$ cat config.mk
export PLATFORM = sky130hd
export DESIGN_NAME = pdp1_cycle_timer
export DESIGN_NICKNAME = d
export VERILOG_FILES = /design/src/rtl/pdp1_cycle_timer.sv
export SDC_FILE = /design/constraint.sdc
export NUM_CORES = 1
export LEC_CHECK = 0
export BUFFER_PORTS_ARGS = -buffer_cell sky130_fd_sc_hd__buf_2
export CAP_MARGIN = 30
export CELL_PAD_IN_SITES_DETAIL_PLACEMENT = 1
export CELL_PAD_IN_SITES_GLOBAL_PLACEMENT = 1
export CORE_MARGIN = 3
export CORE_UTILIZATION = 38
export CTS_CLUSTER_DIAMETER = 30
export DETAILED_ROUTE_END_ITERATION = 10
export PLACE_DENSITY = 0.84
export SYNTH_ARGS = -nofsm -noshare
export SYNTH_HDL_FRONTEND = slang
export SYNTH_SLANG_ARGS = --single-unit
$ cat constraint.sdc
create_clock -name clk -period 2.3 [get_ports clk]
set_input_delay 0.23 -clock clk [delete_from_list [all_inputs] [get_ports clk]]
set_output_delay 0.23 -clock clk [all_outputs]
set_load 0.01 [all_outputs]
$ cat src/rtl/pdp1_cycle_timer.sv
// pdp1_cycle_timer: PDP-1 5 us memory-cycle pulse chain tp[0..10] at 50 MHz.
// One counter walks 0..PERIOD-1 per memory cycle. Each tp bit decodes one
// counter value while the chain is running. An IOT in-out hold can freeze the
// counter just after tp[7], and a stop or single-cycle request lets the
// current cycle finish before the chain goes idle.
module pdp1_cycle_timer #(
  parameter int PERIOD     = 250,
  parameter int TP_FIRST   = 0,
  parameter int TP_SPACING = 25,
  parameter int HOLD_AT    = 176,
  parameter int CW         = 8
) (
  input  logic        clk,
  input  logic        reset,
  input  logic        start,
  input  logic        stop,
  input  logic        single,
  input  logic        io_hold,
  input  logic        io_done,
  output logic [10:0] tp,
  output logic        busy,
  output logic        held,
  output logic        cyc_end
);

  typedef enum logic [1:0] {
    IDLE = 2'd0,
    RUN  = 2'd1,
    HOLD = 2'd2
  } state_t;

  localparam logic [CW-1:0] LAST     = CW'(PERIOD - 1);
  localparam logic [CW-1:0] HOLD_CNT = CW'(HOLD_AT);
  localparam logic [CW-1:0] RESUME   = CW'(HOLD_AT + 1);

  state_t        state, state_nxt;
  logic [CW-1:0] cnt, cnt_nxt;
  logic          stop_pend, stop_pend_nxt;
  logic          run_q;

  // State, cycle counter and pending-stop flag; reset overrides everything.
  always_ff @(posedge clk) begin
    if (reset) begin
      state     <= IDLE;
      cnt       <= '0;
      stop_pend <= 1'b0;
    end else begin
      state     <= state_nxt;
      cnt       <= cnt_nxt;
      stop_pend <= stop_pend_nxt;
    end
  end

  // Next-state logic: start/stop/hold sequencing and counter advance.
  always_comb begin
    state_nxt     = state;
    cnt_nxt       = cnt;
    stop_pend_nxt = stop_pend;
    case (state)
      IDLE: begin
        cnt_nxt = '0;
        // Capture stop here so that a stop arriving with start still
        // allows exactly one cycle to run.
        stop_pend_nxt = stop | single;
        if (start) state_nxt = RUN;
      end
      RUN: begin
        if (stop) stop_pend_nxt = 1'b1;
        if (cnt == LAST) begin
          cnt_nxt = '0;
          if (stop_pend || single) begin
            state_nxt     = IDLE;
            stop_pend_nxt = 1'b0;
          end
        end else if (cnt == HOLD_CNT && io_hold) begin
          // Freeze the counter at HOLD_AT. Any pulse decoded at this tick
          // has already been emitted during this clock.
          state_nxt = HOLD;
        end else begin
          cnt_nxt = cnt + 1'b1;
        end
      end
      HOLD: begin
        if (stop) stop_pend_nxt = 1'b1;
        if (io_done) begin
          state_nxt = RUN;
          cnt_nxt   = RESUME;
        end
      end
      default: begin
        state_nxt     = IDLE;
        cnt_nxt       = '0;
        stop_pend_nxt = 1'b0;
      end
    endcase
  end

  // Pulses are suppressed while reset is asserted, so the reset cycle
  // never emits a stray pulse even when the chain was mid-cycle.
  assign run_q = (state == RUN) && !reset;

  // One decoder per timing pulse tp[0..9], spaced TP_SPACING ticks apart.
  for (genvar n = 0; n < 10; n++) begin : g_tp
    localparam logic [CW-1:0] AT = CW'(TP_FIRST + n * TP_SPACING);
    assign tp[n] = run_q && (cnt == AT);
  end

  // tp[10] always marks the last tick of the cycle.
  assign tp[10]  = run_q && (cnt == LAST);
  assign cyc_end = tp[10];
  assign busy    = (state != IDLE) && !reset;
  assign held    = (state == HOLD) && !reset;

endmodule

Yosys cells after proc, flatten, opt, wreduce, memory -nomap -nowiden

Cells that the tools add are included.

Bits of input ports: 7
Output and inout bits: 14
Register bits after elaboration: 11

Equality and inequality tests: 18
Reductions and logical operators: 22
Muxes and demuxes: 14
Bitwise logic cells: 1
Add/sub/neg operators: 1

Operators by type and width:

| cell                  | count |
|---|---|
| $eq A8 B8 Y1 const B  | 6 |
| $eq A8 B7 Y1 const B  | 3 |
| $mux W8               | 3 |
| $pmux W8 S2           | 1 |
| $logic_and A1 B1 Y1   | 15 |
| $mux W2               | 5 |
| $add A8 B1 Y8 const B | 1 |
| $eq A8 B5 Y1 const B  | 1 |
| $eq A8 B6 Y1 const B  | 1 |
| $logic_not A8 Y1      | 1 |
| $ne A3 B2 Y1 const B  | 2 |
| $pmux W2 S3           | 1 |
| $ne A2 B2 Y1 const B  | 2 |
| $reduce_and A4 Y1     | 1 |
| $mux W1               | 3 |
| $ne A3 B3 Y1 const B  | 1 |
| $pmux W1 S3           | 1 |
| $eq A2 B1 Y1 const B  | 1 |
| $eq A2 B2 Y1 const B  | 1 |
| $logic_not A2 Y1      | 1 |
| $reduce_and A2 Y1     | 1 |
| $reduce_bool A2 Y1    | 1 |
| $logic_not A1 Y1      | 1 |
| $logic_or A1 B1 Y1    | 1 |
| $or A1 B1 Y1          | 1 |

Depth between registers and ports, before layout

Gate-level depths: netlist of the first run.

Depth after elaboration: 5
Gate-level depth with buffers: 7
Mapped depth without buffers: 7

Worst setup path before layout of the first run

OpenSTA, ideal clock, no wires.

Kind: flip-flop to output port
From: register state[1]
To: output tp[10]
Setup slack: 0.373 ns
Data arrival time: 1.697 ns
Cell stages (with the launch flop): 7
Path buffers: 1
Required time: 2.070 ns
Cell sequence: dfxtp_1 -> inv_1 -> ha_1 -> nor2b_1 -> nand2_1 -> nor4_1 -> buf_4

Word-level cells in the longest chain between the ends: 3

Ends and longest elaborated chain:

| what                     | line | source |
|---|---|---|
| start: declaration       | 36   | `state_t state, state_nxt;` |
| start signal: assignment | 48   | `state <= state_nxt;` |
| $eq A2 B1 Y1             | 100  | `assign run_q = (state == RUN) && !reset;` |
| $logic_and A1 B1 Y1      | 100  |  |
| $logic_and A1 B1 Y1      | 109  | `assign tp[10] = run_q && (cnt == LAST);` |
| end: declaration         | 20   | `output logic [10:0] tp,` |

No other way between the ends.

Worst setup path in the final report of the first run

From: register state[0]
To: output tp[10]

Same word-level chain as after synthesis.

==> summary.md, run 1 <==
| Metric | Value |
|---|---|
| Number of filler instances in the final layout | 333 |
| RSZ-0062 raised after global routing | no |
| Part of the Yosys area used for sequential elements | 0.219 |
| Category of the worst setup path capture point | output pin |
| Worst Reg-to-Reg Cells | 6 |
| Vert. Die Dim | 57.5 um |
| Outcome | finished clean |
| Sequential cell fraction of total power | 0.443 |
| Synthesized netlist net count | 150 |
| Max-cap violations | 0 |
| Simple-gate share of the synthesized area | 0.384 |
| Clk sinks | 11 |
| Total number of placement rows | 18 |
| Dominant combinational cell family by area after synthesis | simple AND/OR/NAND/NOR gates |
| Final period util | 0.907 |
| Final hold viol count | 0 |
| Via count of the first global-routing pass | 1,083 |
| DRC violation total after the first TritonRoute iteration | 32 |
| Share of layout cells above drive strength 1 | 0.211 |
| # DRC | 0 |
| Cell types occupying the most area after synthesis | sky130_fd_sc_hd__dfxtp_1 (22%), sky130_fd_sc_hd__ha_1 (11%), sky130_fd_sc_hd__nand2_1 (6.0%) |
| Initial core utilization | 0.402 |
| Routed length per placed instance | 16.1 um |
| Number of cells in the design after placement | 178 |
| Antenna violations before repair | 0 |
| Synth Warn # | 0 |
| Critical path data required time | 2.07 ns |
| Power Internal | 0.308 mW |
| Worst-case clock buffer depth | 2 |
| Cell area power density | 401 mW/mm^2 |
| Area Growth Syn to Fin | 14.3% |
| Overflow after GRT | 0 |
| Core ar. | 0.00250 sq mm |
| Post-route setup slack | 0.215 ns |
| Post-synth top area cell | sky130_fd_sc_hd__dfxtp_1 |
| Cells after synthesis | 134 |
| Reg2reg start | cnt[0] |
| Post-layout util | 0.460 |
| Final setup violating endpoints | 0 |
| First-pass GRT wire length | 5170 um |
| CP max FO | 7 |
| Yosys reg bits | 11 |
| Placer's final routability congestion estimate | 0.867 |
| Setup total negative slack | 0 ns |
| Final wirelength | 2930 um |
| CTS H-Tree Depth | 1 |
| Hold Path End | stop_pend |
| First-pass iteration count of the detailed router | 4 |
| Combinational share of power | 0.244 |
| Shortest period the worst path allows | 2.09 ns |
| Avg Inst Size Synth | 7.51 sq um |
| Setup slack after placement | 0.283 ns |
| Static power due to leakage | 0.458 nW |
| HPWL after detailed placement | 2310 um |
| Signal arrival time at the worst endpoint | 1.86 ns |
| Clock latency on the worst-skew pair | 0.28 ns |
| Clock slew at the register clock pins of the worst setup and hold paths | 0.09 ns |
| Startpoint types | flip-flop |
| Largest net degree at the start of global routing | 18 |
| Cell Area, Synth | 0.00101 sq mm |
| Synthesized-area fraction occupied by adder cells | 0.112 |
| Part of the power in the clock network | 0.313 |
| Top-level I/O count | 21 |
| Number of inserted diodes | 0 |
| Hold buffer count at cts | 0 |
| Full die area | 0.00330 sq mm |
| Most common flop cell mapped by yosys | sky130_fd_sc_hd__dfxtp_1 |
| Synthesized-area fraction occupied by ao, oa, aoi and oai cells | 0.203 |
| Number of clock buffers inserted by TritonCTS | 3 |
| Post-layout instance count excluding filler cells | 182 |
| Vias | 1,046 |
| Ratio of routed vias to standard cells | 5.75 |
| Remaining number of nets flagged by the antenna check after routing | 0 |
| Register-to-register path setup slack | 0.43 ns |
| Slew at the pin closest to its max-slew limit | 0.485 ns |
| Setup Fix Bufs, Post-CTS | 0 |
| Die outline width | 57.5 um |
| Finished Cell Area | 0.00115 sq mm |
| Worst Hold Path Cells | 3 |
| Cell with the most instances after synthesis | sky130_fd_sc_hd__nand2_1 |
| Class of the most critical setup path | flip-flop to output pin |
| HP Class | primary input to flip-flop |
| Clock Skews | 0.0151 ns |
| Max Clock Freq | 480 MHz |
| Remaining max-slew budget at the tightest pin | 0.676 |
| Worst Min Path Start | stop |
| Parity-gate share of the synthesized area counting xor and xnor cells | 0.00871 |
| Final Total Pwr | 0.461 mW |
| Peak VDD IR | 0.000230 V |
| Fin. max-slew vios | 0 |
| Dpl cell area | 0.00111 sq mm |
| Library cell used as clock root buffer | sky130_fd_sc_hd__clkbuf_4 |
| Port buffer count | 20 |
| Proportion of synthesized flip-flops having asynchronous set or reset | 0 |
| Worst-case hold slack | 0.321 ns |
| Number of enable flip-flop cells after synthesis | 0 |
| Distinct cell type count after synthesis | 43 |
| Most used standard cells in the synthesized netlist | sky130_fd_sc_hd__nand2_1 (16), sky130_fd_sc_hd__dfxtp_1 (11), sky130_fd_sc_hd__nor2_1 (11), sky130_fd_sc_hd__ha_1 (9), sky130_fd_sc_hd__inv_1 (9) |
| Post-synth top area share | 0.219 |
| Mux contribution to synthesized area | 0.00995 |
| Switching component of the power | 0.152 mW |
| Switching share of power | 0.331 |
| Post-layout nets | 169 |
| Clock tree from TritonCTS | done |
| Worst reg2reg path endpoint | cnt[5] |
| Overall track demand over capacity in global routing | 0.197 |
## worst max-delay path by stage
stage	slack, ns	startpoint	to	cells past startpoint
global route	0.06	state[0]	tp[9]	5
floorplan	0.37	state[1]	tp[10]	6
detailed placement	0.28	state[1]	tp[10]	6
finish	0.21	state[0]	tp[10]	5
CTS	0.07	state[0]	tp[10]	5
global placement	0.42	state[1]	cyc_end	6
## registers in the layout, indices dropped and copies added (netlist names)
signal     count
state          2
cnt            8
stop_pend      1
## cell type report
type / count / area, sq um / area share
well taps: 30 / 37.5 / 0.0326
inverters: 9 / 33.8 / 0.0294
multi-input cells: 108 / 732 / 0.637
repair buffers: 20 / 100 / 0.0871
flip-flops and latches: 11 / 220 / 0.192
clock buffers: 4 / 26.3 / 0.0229
## routing by layer
layer / GRT usage / vias up / part of all wire / routed length [um]
met5: 0 / - / 0 / 0
met4: 0.0662 / 0 / 0.014 / 42
met3: 0.0226 / 5 / 0.034 / 99
met2: 0.352 / 22 / 0.51 / 1490
met1: 0.241 / 498 / 0.44 / 1300
li1: - / 521 / - / -
## cells by family (layout without fill, tap and decap cells)
group | count (synthesis) | after routing
flip-flops | 11 | 11
XOR/XNOR | 1 | 1
buffers and inverters | 15 | 33
adder cells (fa/ha/maj) | 9 | 9
AND/OR/NAND/NOR | 67 | 67
multiplexers | 1 | 1
AO/OA/AOI/OAI | 30 | 30
## worst max-delay path, cell delays in order (launching register included)
cell	delay, ns
sky130_fd_sc_hd__dfxtp_1	0.41
sky130_fd_sc_hd__ha_2	0.28
sky130_fd_sc_hd__nor2b_4	0.21
sky130_fd_sc_hd__nand2_1	0.12
sky130_fd_sc_hd__nor4_1	0.35
sky130_fd_sc_hd__buf_2	0.20
## power by group through the flow
| stage | registers (mW) | logic, mW | clock network, mW |
|---|---|---|---|
| after detailed placement | 0.209 | 0.109 | 0 |
| final | 0.204 | 0.113 | 0.144 |
| after global placement | 0.208 | 0.105 | 0 |
| after floorplan | 0.207 | 0.0767 | 0 |
| after CTS | 0.204 | 0.111 | 0.146 |
| after global routing | 0.206 | 0.128 | 0.159 |
## placed cells by master (no fill, tap or decap), types with 2 or more instances in the layout
master                      n
sky130_fd_sc_hd__nand2_1   16
sky130_fd_sc_hd__o32ai_1    2
sky130_fd_sc_hd__a211oi_1   2
sky130_fd_sc_hd__a21oi_1    7
sky130_fd_sc_hd__o21ai_0    4
sky130_fd_sc_hd__or3_1      2
sky130_fd_sc_hd__nand4_1    5
sky130_fd_sc_hd__buf_2     20
sky130_fd_sc_hd__nor2_1    11
sky130_fd_sc_hd__nor3_1     3
sky130_fd_sc_hd__nand2b_1   2
sky130_fd_sc_hd__ha_1       8
sky130_fd_sc_hd__nand3_1    5
sky130_fd_sc_hd__a31oi_1    4
sky130_fd_sc_hd__inv_1      9
sky130_fd_sc_hd__or2b_1     2
sky130_fd_sc_hd__nor4_1     7
sky130_fd_sc_hd__o211ai_1   2
sky130_fd_sc_hd__clkbuf_4   3
sky130_fd_sc_hd__dfxtp_1   11
sky130_fd_sc_hd__o21a_1     3
## timing repair
item / in CTS / in global routing
endpoints found under the setup margin: 4 / 7
pin swaps: 0 / 0
gates resized for setup: 1 / 2
(Power assumes the default switching activity.)
==> run 2, diff against run 1 <==
CORE_ASPECT_RATIO = 1.75   (was default)
CORE_UTILIZATION = 41   (was 38)
PLACE_DENSITY = 0.89   (was 0.84)
clock period = 2.5 ns   (was 2.3 ns; I/O delays follow)
==> run 2 against run 1 <==
  * Final cell count fell by 2.7%
  * Flip-flop and latch count did not move
  * Largest power group is now clock
  * Setup slack improved by 0.049 ns
  * Sequential power fell by 7%
  * Clock skew fell by 0.014 ns
  * First-iteration DRC count rose by 28%
  * Combinational power fell by 12%
  * Critical path type unchanged
  * Via count rose by 3.3%
  * Largest cell class unchanged
==> summary.md, run 2 (same netlist as run 1, synthesis figures left out) <==
| Metric | Value |
|---|---|
| Outcome | finished clean |
| Worst reg2reg path endpoint | state[1] |
| CTS H-Tree Depth | 1 |
| Slew at the pin closest to its max-slew limit | 0.619 ns |
| Clock latency on the worst-skew pair | 0.24 ns |
| Clk sinks | 11 |
| Ratio of routed vias to standard cells | 6.10 |
| Reg2reg start | state[1] |
| Reg with most FFs | cnt |
| Flip-flop count of the largest register, all copies and words added | 8 |
| Overall track demand over capacity in global routing | 0.226 |
| Count of buffer and inverter cells on the critical path | 2 |
| First-pass GRT wire length | 5490 um |
| CP endpoint | tp[4] |
| Full die area | 0.00311 sq mm |
| Fin. max-slew vios | 0 |
| Top Registers | cnt: 8 flops, state: 2 flops, stop_pend: 1 flops |
| Crit path max-delay cell type | sky130_fd_sc_hd__dfxtp_1 |
| Met1 routed wirelength after detailed routing | 1200 um |
| Met2 Wirelength | 1760 um |
| Final hold viol count | 0 |
| Post-layout util | 0.501 |
| HP Class | primary input to flip-flop |
| Hold buffer count at cts | 0 |
| Class of the most critical setup path | flip-flop to output pin |
| Via count of the first global-routing pass | 1,155 |
| CP max FO | 7 |
| Die outline width | 43.4 um |
| Clock tree from TritonCTS | done |
| Core ar. | 0.00230 sq mm |
| Worst-case clock buffer depth | 2 |
| Leading cell types in the layout, fill and taps excluded | sky130_fd_sc_hd__buf_2 (20), sky130_fd_sc_hd__nand2_1 (16), sky130_fd_sc_hd__nor2_1 (11), sky130_fd_sc_hd__dfxtp_1 (11) |
| Register-to-register path setup slack | 0.56 ns |
| Stages on the worst setup path | 6 |
| Metal3 WL | 129 um |
| Critical path data required time | 2.25 ns |
| Final setup violating endpoints | 0 |
| Category of the worst setup path capture point | output pin |
| Final period util | 0.895 |
| Clock slew at the register clock pins of the worst setup and hold paths | 0.06 ns |
| Share of layout cells above drive strength 1 | 0.197 |
| Worst Reg-to-Reg Cells | 6 |
| Area Growth Syn to Fin | 14.6% |
| Final Total Pwr | 0.480 mW |
| Largest net degree at the start of global routing | 18 |
| Leading cell type in the layout, fill and taps excluded | sky130_fd_sc_hd__buf_2 |
| Signal arrival time at the worst endpoint | 1.99 ns |
| Top-level I/O count | 21 |
| Library cell used as clock root buffer | sky130_fd_sc_hd__clkbuf_8 |
| Worst-case hold slack | 0.361 ns |
| Setup total negative slack | 0 ns |
| Placer's final routability congestion estimate | 0.873 |
| Remaining max-slew budget at the tightest pin | 0.587 |
| Number of clock buffers inserted by TritonCTS | 3 |
| Port buffer count | 20 |
| Shortest period the worst path allows | 2.24 ns |
| Initial core utilization | 0.437 |
| # DRC | 0 |
| Antenna violations before repair | 0 |
| Largest stage delay on the critical path | 0.36 ns |
| Cell area power density | 416 mW/mm^2 |
| First-pass iteration count of the detailed router | 4 |
| Uppermost layer routed | met4 |
| DRC violation total after the first TritonRoute iteration | 41 |
| CP startpoint | state[1] |
| Total number of placement rows | 23 |
| Max-cap violations | 0 |
| Post-layout nets | 169 |
| Remaining number of nets flagged by the antenna check after routing | 0 |
| Overflow after GRT | 0 |
| Clock Skews | 0.00103 ns |
| Sequence of cells on the critical path | inv_1 -> ha_1 -> nor2b_1 -> nand2b_1 -> nor4_1 -> buf_2 |
| HPWL after detailed placement | 2470 um |
| Final wirelength | 3170 um |
| Kind of cell adding the most delay to the critical path | simple AND/OR/NAND/NOR gates |
| CTS resizes | 0 |
| Vert. Die Dim | 71.5 um |
| Routed length per placed instance | 17.9 um |
| Peak VDD IR | 0.000306 V |
| Vias | 1,080 |
| Setup Fix Bufs, Post-CTS | 0 |
| Startpoint types | flip-flop |
| Number of inserted diodes | 0 |
| Static power due to leakage | 0.465 nW |
| RSZ-0062 raised after global routing | no |
| Max Clock Freq | 447 MHz |
==> run 2: worst min-delay path by stage <==
| stage | from | end | slack [ns] | cells past startpoint |
|---|---|---|---|---|
| floorplan | reset | cnt[7] | 0.37 | 1 |
| global placement | cnt[0] | cnt[0] | 0.52 | 2 |
| detailed placement | cnt[1] | cnt[1] | 0.54 | 2 |
| CTS | single | stop_pend | 0.37 | 3 |
| global route | single | stop_pend | 0.39 | 3 |
| finish | single | stop_pend | 0.36 | 3 |
==> run 2: per-stage QoR <==
step | instance area, sq um | instances | setup slack [ns]
after floorplan | 1010 | 134 | 0.553
after global placement | 1110 | 173 | 0.587
after detailed placement | 1110 | 173 | 0.530
after CTS | 1150 | 177 | 0.267
after global routing | 1150 | 177 | 0.0759
final | 1150 | 177 | 0.263
==> run 2: worst reg2reg max path, stage by stage, from the launching register on <==
cell and delay (ns):
sky130_fd_sc_hd__dfxtp_1 0.42, sky130_fd_sc_hd__ha_1 0.30, sky130_fd_sc_hd__nor2b_1 0.55, sky130_fd_sc_hd__a21oi_1 0.12, sky130_fd_sc_hd__o21a_1 0.16, sky130_fd_sc_hd__a21oi_1 0.17
sky130_fd_sc_hd__a211oi_1 0.08
==> run 2: cell type report <==
cell class	count	area (sq um)
clock buffers	4	45.0
fillers	316	1150
inverters	9	33.8
multi-input cells	108	722
flip-flops and latches	11	220
well taps	25	31.3
repair buffers	20	100
==> run 2: power by group <==
| group | internal, mW | switching [mW] |
|---|---|---|
| logic | 0.0376 | 0.0623 |
| registers | 0.182 | 0.00725 |
| clock network | 0.113 | 0.0782 |
==> run 2: per-layer routing <==
| layer | track usage | vias to the layer above |
|---|---|---|
| met3 | 0.0327 | 10 |
| met1 | 0.241 | 514 |
| met4 | 0.114 | 0 |
| li1 | - | 522 |
| met2 | 0.412 | 34 |
| met5 | 0 | - |
==> run 3, diff against run 2 <==
PLACE_DENSITY = default   (was 0.89)
PLACE_DENSITY_LB_ADDON = 0.1   (was default)
==> run 3 against run 2 <==
  * Combinational power fell by 0.4%
  * Sequential power is essentially flat
  * Final cell count unchanged
  * Die area is the same
  * Final area did not move
  * Critical path type unchanged
  * Highest routed layer unchanged
==> summary.md, run 3 (same netlist as run 1, synthesis figures left out) <==
| Metric | Value |
|---|---|
| Clk sinks | 11 |
| First-pass iteration count of the detailed router | 4 |
| Worst Reg-to-Reg Cells | 7 |
| Largest net degree at the start of global routing | 18 |
| Placer's final routability congestion estimate | 0.912 |
| Initial core utilization | 0.437 |
| Max Clock Freq | 451 MHz |
| Overflow after GRT | 0 |
| Clock tree from TritonCTS | done |
| Port buffer count | 20 |
| Setup Fix Bufs, Post-CTS | 0 |
| Full die area | 0.00311 sq mm |
| Clock Skews | 0.000930 ns |
| Remaining number of nets flagged by the antenna check after routing | 0 |
| Slew at the pin closest to its max-slew limit | 0.592 ns |
| Post-layout util | 0.501 |
| Final setup violating endpoints | 0 |
| Remaining max-slew budget at the tightest pin | 0.604 |
| Cell area power density | 412 mW/mm^2 |
| Number of clock buffers inserted by TritonCTS | 3 |
| Final wirelength | 3050 um |
| Total number of placement rows | 23 |
| Signal arrival time at the worst endpoint | 1.97 ns |
| Critical path data required time | 2.25 ns |
| Top Registers | cnt: 8 flops, state: 2 flops, stop_pend: 1 flops |
| Reg2reg start | state[0] |
| Outcome | finished clean |
| Static power due to leakage | 0.465 nW |
| Die outline width | 43.4 um |
| Final period util | 0.887 |
| Finished Cell Area | 0.00115 sq mm |
| CP max FO | 7 |
| Share of layout cells above drive strength 1 | 0.197 |
| CP startpoint | state[1] |
| Shortest period the worst path allows | 2.22 ns |
| DRC violation total after the first TritonRoute iteration | 8 |
| Dpl cell area | 0.00111 sq mm |
| Reg with most FFs | cnt |
| Post-layout nets | 169 |
| Top-level I/O count | 21 |
| First-pass GRT wire length | 5410 um |
| Setup total negative slack | 0 ns |
| Area Growth Syn to Fin | 14.6% |
| Library cell used as clock root buffer | sky130_fd_sc_hd__clkbuf_8 |
| Max-cap violations | 0 |
| Number of inserted diodes | 0 |
| Leading cell types in the layout, fill and taps excluded | sky130_fd_sc_hd__buf_2 (20), sky130_fd_sc_hd__nand2_1 (16), sky130_fd_sc_hd__nor2_1 (11), sky130_fd_sc_hd__dfxtp_1 (11) |
| Hold buffer count at cts | 0 |
| Vert. Die Dim | 71.5 um |
| Overall track demand over capacity in global routing | 0.226 |
| Core ar. | 0.00230 sq mm |
| Antenna violations before repair | 0 |
| Crit path max-delay cell type | sky130_fd_sc_hd__nor4_1 |
| Worst Hold Path Cells | 2 |
| Sequence of cells on the critical path | inv_1 -> ha_1 -> nor2b_1 -> nand2_1 -> nor4_1 -> buf_2 |
| Worst Min Path Start | reset |
| Final hold viol count | 0 |
| Vias | 1,053 |
| Clock slew at the register clock pins of the worst setup and hold paths | 0.05 ns |
| Number of cells in the design after placement | 173 |
| CTS H-Tree Depth | 1 |
| Routed length per placed instance | 17.2 um |
| Startpoint types | flip-flop |
| HPWL after detailed placement | 2420 um |
| Via count of the first global-routing pass | 1,154 |
| HP Class | primary input to flip-flop |
| Post-layout instance count excluding filler cells | 177 |
| RSZ-0062 raised after global routing | no |
| Flip-flop count of the largest register, all copies and words added | 8 |
| Largest stage delay on the critical path | 0.37 ns |
| Fin. max-slew vios | 0 |
| Clock latency on the worst-skew pair | 0.25 ns |
| CTS resizes | 0 |
| Worst-case clock buffer depth | 2 |
| Peak VDD IR | 0.000314 V |
| Class of the most critical setup path | flip-flop to output pin |
| # DRC | 0 |
| Leading cell type in the layout, fill and taps excluded | sky130_fd_sc_hd__buf_2 |
| Ratio of routed vias to standard cells | 5.95 |
| Category of the worst setup path capture point | output pin |
==> run 3: cell counts in the layout (fill, tap and decap cells not counted) <==
No cell type changed its count.
==> run 3: routing by layer <==
| metal | global-route usage | up-vias | part of all wire |
|---|---|---|---|
| met5 | 0 | - | 0 |
| met4 | 0.0940 | 0 | 0.025 |
| met3 | 0.0327 | 7 | 0.023 |
| met2 | 0.430 | 21 | 0.58 |
| met1 | 0.235 | 502 | 0.37 |
| li1 | - | 523 | - |
==> run 3: final cells by class <==
| type | instances | area, sq um |
|---|---|---|
| clock buffers | 4 | 45.0 |
| fillers | 315 | 1150 |
| flip-flops and latches | 11 | 220 |
| inverters | 9 | 33.8 |
| multi-input cells | 108 | 722 |
| repair buffers | 20 | 100 |
| well taps | 25 | 31.3 |
==> run 3: worst max-delay path, delay by kind of cell, from the launching register on <==
family	cells	cell delay (ns)
flip-flops	1	0.35
adder cells (fa/ha/maj)	1	0.29
AND/OR/NAND/NOR	3	0.79
buffers and inverters	2	0.29
==> run 3: power breakdown <==
| part | total [mW] | switching, mW | internal (mW) | leakage [nW] |
|---|---|---|---|---|
| clock | 0.187 | 0.0743 | 0.113 | 0.0228 |
| combinational | 0.0995 | 0.0618 | 0.0377 | 0.353 |
| sequential | 0.188 | 0.00675 | 0.182 | 0.0892 |
| total | 0.475 | 0.143 | 0.332 | 0.465 |
==> run 3: path summary, 6_finish.rpt <==
path | to | slack, ns
max | tp[5] | 0.28
min | state[0] | 0.36
max reg2reg | state[0] | 0.58
min reg2reg | cnt[1] | 0.54
==> run 3: per-stage QoR <==
| stage | hold slack (ns) | total power, mW | setup WS (ns) |
|---|---|---|---|
| floorplan | 0.367 | 0.261 | 0.553 |
| global placement | 0.519 | 0.286 | 0.651 |
| detailed placement | 0.535 | 0.291 | 0.576 |
| CTS | 0.362 | 0.480 | 0.295 |
| global route | 0.374 | 0.503 | 0.109 |
| finish | 0.363 | 0.475 | 0.282 |
